**config.mk**
```make
export PLATFORM = sky130hd
export DESIGN_NAME = fetch_unit
export DESIGN_NICKNAME = d
export VERILOG_FILES = /design/src/rtl/fetch_unit_pkg.sv /design/src/rtl/fetch_unit_if_id.sv /design/src/rtl/fetch_unit.sv
export SDC_FILE = /design/constraint.sdc
export NUM_CORES = 1
export LEC_CHECK = 0
export BUFFER_PORTS_ARGS = -buffer_cell sky130_fd_sc_hd__buf_2
export CELL_PAD_IN_SITES_DETAIL_PLACEMENT = 2
export CELL_PAD_IN_SITES_GLOBAL_PLACEMENT = 2
export CORE_ASPECT_RATIO = 0.6
export CORE_MARGIN = 2
export CORE_UTILIZATION = 25
export DETAILED_ROUTE_END_ITERATION = 6
export HOLD_SLACK_MARGIN = 0.15
export PLACE_DENSITY_LB_ADDON = 0.05
export RECOVER_POWER = 50
export SLEW_MARGIN = 0
export SYNTH_ARGS = -nofsm -noshare
export SYNTH_HDL_FRONTEND = slang
export SYNTH_SLANG_ARGS = --single-unit
```
**constraint.sdc**
```tcl
create_clock -name clk -period 2.97 [get_ports clk]
set_input_delay 0.4455 -clock clk [delete_from_list [all_inputs] [get_ports clk]]
set_output_delay 0.4455 -clock clk [all_outputs]
set_load 0.01 [all_outputs]
```
**src/rtl/fetch_unit_pkg.sv**
```systemverilog
// Shared widths, constants and FSM encoding for the instruction-fetch stage.
package fetch_unit_pkg;

    localparam int InstAddrBus = 16;
    localparam int InstBus     = 16;

    localparam logic RstEnable  = 1'b1;
    localparam logic RstDisable = 1'b0;

    localparam logic [InstBus-1:0]     NopInst  = 16'h0800;
    localparam logic [InstAddrBus-1:0] ZeroWord = '0;

    typedef enum logic {
        ST_REQ  = 1'b0,
        ST_HOLD = 1'b1
    } fetch_state_e;

    // Fetch address chosen when the current word is accepted: a live branch wins,
    // then a redirect deferred from an earlier unacked cycle, else sequential.
    function automatic logic [InstAddrBus-1:0] next_fetch_addr(
        input logic                   take_br,
        input logic [InstAddrBus-1:0] br_addr,
        input logic                   pend,
        input logic [InstAddrBus-1:0] pend_tgt,
        input logic [InstAddrBus-1:0] fa
    );
        logic [InstAddrBus-1:0] nxt;
        if (take_br) begin
            nxt = br_addr;
        end else if (pend) begin
            nxt = pend_tgt;
        end else begin
            nxt = fa + 16'd1;
        end
        return nxt;
    endfunction

endpackage

```
**src/rtl/fetch_unit_if_id.sv**
```systemverilog
// IF/ID pipeline latch: load a fetched word, insert a bubble, or hold while stalled.
module fetch_unit_if_id
    import fetch_unit_pkg::*;
#(
    parameter logic [InstBus-1:0] NOP_INST = NopInst
) (
    input  logic                   clk,
    input  logic                   rst,
    input  logic                   load_i,
    input  logic                   bubble_i,
    input  logic [InstAddrBus-1:0] pc_i,
    input  logic [InstBus-1:0]     inst_i,
    output logic [InstAddrBus-1:0] pc_o,
    output logic [InstBus-1:0]     inst_o,
    output logic                   valid_o
);

    logic [InstAddrBus-1:0] pc_q, pc_d;
    logic [InstBus-1:0]     inst_q, inst_d;
    logic                   valid_q, valid_d;

    // A bubble keeps the old PC so id still sees a meaningful pc_i.
    always_comb begin
        pc_d    = pc_q;
        inst_d  = inst_q;
        valid_d = valid_q;
        if (load_i) begin
            pc_d    = pc_i;
            inst_d  = inst_i;
            valid_d = 1'b1;
        end else if (bubble_i) begin
            inst_d  = NOP_INST;
            valid_d = 1'b0;
        end
    end

    always_ff @(posedge clk) begin
        if (rst == RstEnable) begin
            pc_q    <= ZeroWord;
            inst_q  <= NOP_INST;
            valid_q <= 1'b0;
        end else begin
            pc_q    <= pc_d;
            inst_q  <= inst_d;
            valid_q <= valid_d;
        end
    end

    assign pc_o    = pc_q;
    assign inst_o  = inst_q;
    assign valid_o = valid_q;

endmodule

```
**src/rtl/fetch_unit.sv**
```systemverilog
// Instruction-fetch stage: owns the PC, issues fetches, handles stall, delayed branch
// redirect and memory-busy bubbles, and drives the IF/ID latch.
module fetch_unit
    import fetch_unit_pkg::*;
#(
    parameter logic [InstAddrBus-1:0] RESET_PC = 16'h0000,
    parameter logic [InstBus-1:0]     NOP_INST = NopInst
) (
    input  logic                   clk,
    input  logic                   rst,
    input  logic                   stall_i,
    input  logic                   branch_flag_i,
    input  logic [InstAddrBus-1:0] branch_addr_i,
    output logic                   imem_req_o,
    output logic [InstAddrBus-1:0] imem_addr_o,
    input  logic                   imem_ack_i,
    input  logic [InstBus-1:0]     imem_data_i,
    output logic [InstAddrBus-1:0] pc_o,
    output logic [InstBus-1:0]     inst_o,
    output logic                   inst_valid_o,
    output logic                   fetch_busy_o
);

    fetch_state_e state_q, state_d;

    logic [InstAddrBus-1:0] fa_q, fa_d;
    logic                   pend_q, pend_d;
    logic [InstAddrBus-1:0] pend_tgt_q, pend_tgt_d;
    logic [InstAddrBus-1:0] buf_pc_q, buf_pc_d;
    logic [InstBus-1:0]     buf_inst_q, buf_inst_d;

    logic                   take_br;
    logic                   latch_load;
    logic                   latch_bubble;
    logic [InstAddrBus-1:0] latch_pc;
    logic [InstBus-1:0]     latch_inst;

    assign take_br = branch_flag_i && !stall_i;

    always_ff @(posedge clk) begin
        if (rst == RstEnable) begin
            state_q <= ST_REQ;
            fa_q    <= RESET_PC;
            pend_q  <= 1'b0;
        end else begin
            state_q <= state_d;
            fa_q    <= fa_d;
            pend_q  <= pend_d;
        end
    end

    // Buffer and redirect target are only meaningful under state/pend, so no reset.
    always_ff @(posedge clk) begin
        pend_tgt_q <= pend_tgt_d;
        buf_pc_q   <= buf_pc_d;
        buf_inst_q <= buf_inst_d;
    end

    always_comb begin
        state_d = state_q;
        unique case (state_q)
            ST_REQ:  if (imem_ack_i && stall_i) state_d = ST_HOLD;
            ST_HOLD: if (!stall_i) state_d = ST_REQ;
            default: state_d = ST_REQ;
        endcase
    end

    always_comb begin
        fa_d       = fa_q;
        pend_d     = pend_q;
        pend_tgt_d = pend_tgt_q;
        buf_pc_d   = buf_pc_q;
        buf_inst_d = buf_inst_q;
        unique case (state_q)
            ST_REQ: begin
                if (imem_ack_i) begin
                    fa_d   = next_fetch_addr(take_br, branch_addr_i, pend_q, pend_tgt_q, fa_q);
                    pend_d = 1'b0;
                    if (stall_i) begin
                        buf_pc_d   = fa_q;
                        buf_inst_d = imem_data_i;
                    end
                end else if (take_br) begin
                    // The word still in flight is the delay slot; redirect once it lands.
                    pend_d     = 1'b1;
                    pend_tgt_d = branch_addr_i;
                end
            end
            ST_HOLD: begin
                if (take_br) fa_d = branch_addr_i;
            end
            default: ;
        endcase
    end

    always_comb begin
        imem_req_o   = (state_q == ST_REQ) && (rst == RstDisable);
        imem_addr_o  = fa_q;
        fetch_busy_o = (state_q == ST_REQ) && !imem_ack_i;
        latch_load   = 1'b0;
        latch_bubble = 1'b0;
        latch_pc     = fa_q;
        latch_inst   = imem_data_i;
        if (!stall_i) begin
            if (state_q == ST_HOLD) begin
                latch_load = 1'b1;
                latch_pc   = buf_pc_q;
                latch_inst = buf_inst_q;
            end else if (imem_ack_i) begin
                latch_load = 1'b1;
            end else begin
                latch_bubble = 1'b1;
            end
        end
    end

    fetch_unit_if_id #(
        .NOP_INST(NOP_INST)
    ) u_if_id (
        .clk      (clk),
        .rst      (rst),
        .load_i   (latch_load),
        .bubble_i (latch_bubble),
        .pc_i     (latch_pc),
        .inst_i   (latch_inst),
        .pc_o     (pc_o),
        .inst_o   (inst_o),
        .valid_o  (inst_valid_o)
    );

endmodule

```
==> qor.yml <==
clocking:
  post_cts_buffers: 0
  h-tree-depth: 3
  cts_buffer_depth: 2
  cts_tree: "yes"
  clockRootBuffer: "clkbuf_16"
  clock-sinks: 99
  cts_made_buffers: 9
  hold_buffers: 0
  clk_pin_slew_worst_paths_ns: 0.08
  cts_resized: 0
  clk_latency_ns: 0.35
sta:
  period_share_pct: 77.7
  worst_pin_slew_ns: 1.16
  max_slew_margin_pct: 23.0
  rsz0062_at_grt: "false"
  setup_viol: 0
  max_freq_ghz: 0.433
  period_needed_ns: 2.31
  clock_skew_ns: 0.00957
  finalHoldViolCount: 0
  tns_ns: 0
  slew_violations: 0
floorplanning:
  die-width_um: 171
  die_height_um: 104
  num_io_pins: 88
  die_area_sq_um: 17800
  rows: 36
  core_area_sq_um: 16300
  start_util_pct: 25.7
pwr:
  p_int_mw: 2.23
  combPwrFrac_pct: 11.9
  seq_power_share_pct: 50.9
  cellPowerDensity_nw_per_um2: 603
  swShare_pct: 27.8
  leakagePower_nw: 1.72
  power_mw: 3.09
  clkPwrFrac_pct: 37.3
  power.switching_uw: 861
  peakVddDrop_uv: 214
min_path:
  whs_path_depth: 1
  hold_path.class: "input pin to register"
critical_path:
  r2r_cells: 5
  cp_max_fo: 5
  crit_required_ns: 3.22
  setup.worst_path.start_class: "register"
  end_kind: "register"
  worstSetupPathType: "register to register"
  r2r_slack_ns: 0.66
  crit_arrival_ns: 2.55
drt:
  num_vias: 3365
  wl_per_cell_um: 19.1
  drc: 0
  drt-pass1-iter-count: 4
  routed_wl_mm: 13.7
  ant_nets: 0
  via_per_inst: 4.71
  drt-initial-drc-count: 162
layout:
  final_cells: 715
  antenna_cells: 0
  nets: 520
  drive_gt1_share_pct: 14.6
  area_growth_pct: 22.3
logic_synthesis:
  synth_nets: 431
  ys_seq_area_share_pct: 58.8
  synth_top_area_share_pct: 34.4
  yosysMostFrequentCell: "dfxtp_1"
  synth_ff_type: "dfxtp_1"
  synth_edf_count: 48
  yosys.area.top_type: "edfxtp_1"
  ys_ff_latch: 99
  avgSynthCellArea_sq_um: 10.7
  yosysUniqueCellTypes: 43
  ys_async_sr_fraction_pct: 0
  synth_common_cells: "51 x dfxtp_1, 48 x edfxtp_1, 37 x a21oi_1, 36 x nor2_1, 34 x nand2_1"
  netlist_instances: 393
  ys.warnings.count: 0
  syn_area_sq_um: 4190
  synth_area_leaders: "edfxtp_1 34%, dfxtp_1 24%, a21oi_1 4.4%"
place:
  hpwl_mm: 10.0
  dp_cells: 699
  gp_congestion: 0.696
  port_buffers: 87
grt:
  grt-ovfl-total: 0
  grt_max_degree: 27
  antenna_found_initial: 0
  grt_pass1_vias: 3698
  grt_pass1_wl_mm: 21.9
  grt_use_total_pct: 16.2
run_status:
  outcome: "complete, no violations"
run:
  max_cap_violations: 0
[worst paths after layout]
check,startpoint,to
hold / removal,branch_addr_i[8],pend_tgt_q[8]$_DFFE_PP_
setup reg to reg,imem_addr_o[0]$_SDFFE_PP0P_,imem_addr_o[15]$_SDFFE_PP0P_
setup / recovery,imem_addr_o[0]$_SDFFE_PP0P_,imem_addr_o[15]$_SDFFE_PP0P_
hold reg to reg,u_if_id.valid_o$_SDFFE_PP0P_,u_if_id.valid_o$_SDFFE_PP0P_
[state kept, by name, summed over array words and instances (netlist names)]
name and count:
pend_q 1, buf_inst_q 16, u_if_id.inst_o 16, u_if_id.valid_o 1, state_q 1, pend_tgt_q 16
u_if_id.pc_o 16, imem_addr_o 16, buf_pc_q 16
[layout make-up]
type	instances	area, sq um
clock buffers	9	225
clock inverters	7	58.8
fillers	1865	11200
inverters	8	30.0
multi-input cells	257	1590
flip-flops and latches	99	2460
well taps	228	285
repair buffers	107	479
[worst max-delay path, cell delays in order (launching register included)]
cell	delay, ns
dfxtp_1	0.39
clkbuf_1	0.28
nand2_1	0.24
or4_4	0.62
or3_1	0.36
a311oi_1	0.31
[power groups by stage]
stage                     sequential, mW  combinational, mW  clock (mW)
after CTS                           1.57              0.395        1.20
after global routing                1.59              0.413        1.26
final                               1.57              0.367        1.15
after floorplan                     1.61              0.198           0
after detailed placement            1.61              0.393           0
after global placement              1.60              0.385           0
[metrics by stage]
stage	cell area, sq um	hold WS, ns	setup slack, ns	util [%]
detailed placement	4950	0.437	0.667	30.4
CTS	5240	0.272	0.767	32.1
global placement	4950	0.429	0.765	30.4
finish	5130	0.283	0.663	31.4
floorplan	4190	0.467	0.530	-
global route	5130	0.269	0.508	31.4
[placed cells by master, fill, tap and decap left out, drive strengths merged, types with 17 or more instances in the layout]
master  synthesis  layout
nand2          34      34
o21ai          25      25
dfxtp          51      51
nor2           36      36
buf             5      32
edfxtp         48      48
nor2b          21      21
a21oi          37      37
clkbuf         24      84
mux2i          17      17
[cells by family after synthesis]
| family | count (synthesis) | synth area share, % |
|---|---|---|
| fa+ha+maj | 1 | 0.299 |
| buf+inv | 37 | 3.46 |
| simple gates | 120 | 13.7 |
| compound gates | 111 | 18.0 |
| flops | 99 | 58.8 |
| xor+xnor | 8 | 1.67 |
| mux | 17 | 4.06 |
[metal layers]
metal  part of all wire [%]  global-route usage, %
met5                      0                      0
met4                   0.98                   3.81
met3                    3.1                   3.23
met2                     40                   22.8
met1                     56                   25.0
No activity file was read; power rests on OpenSTA's default activity.
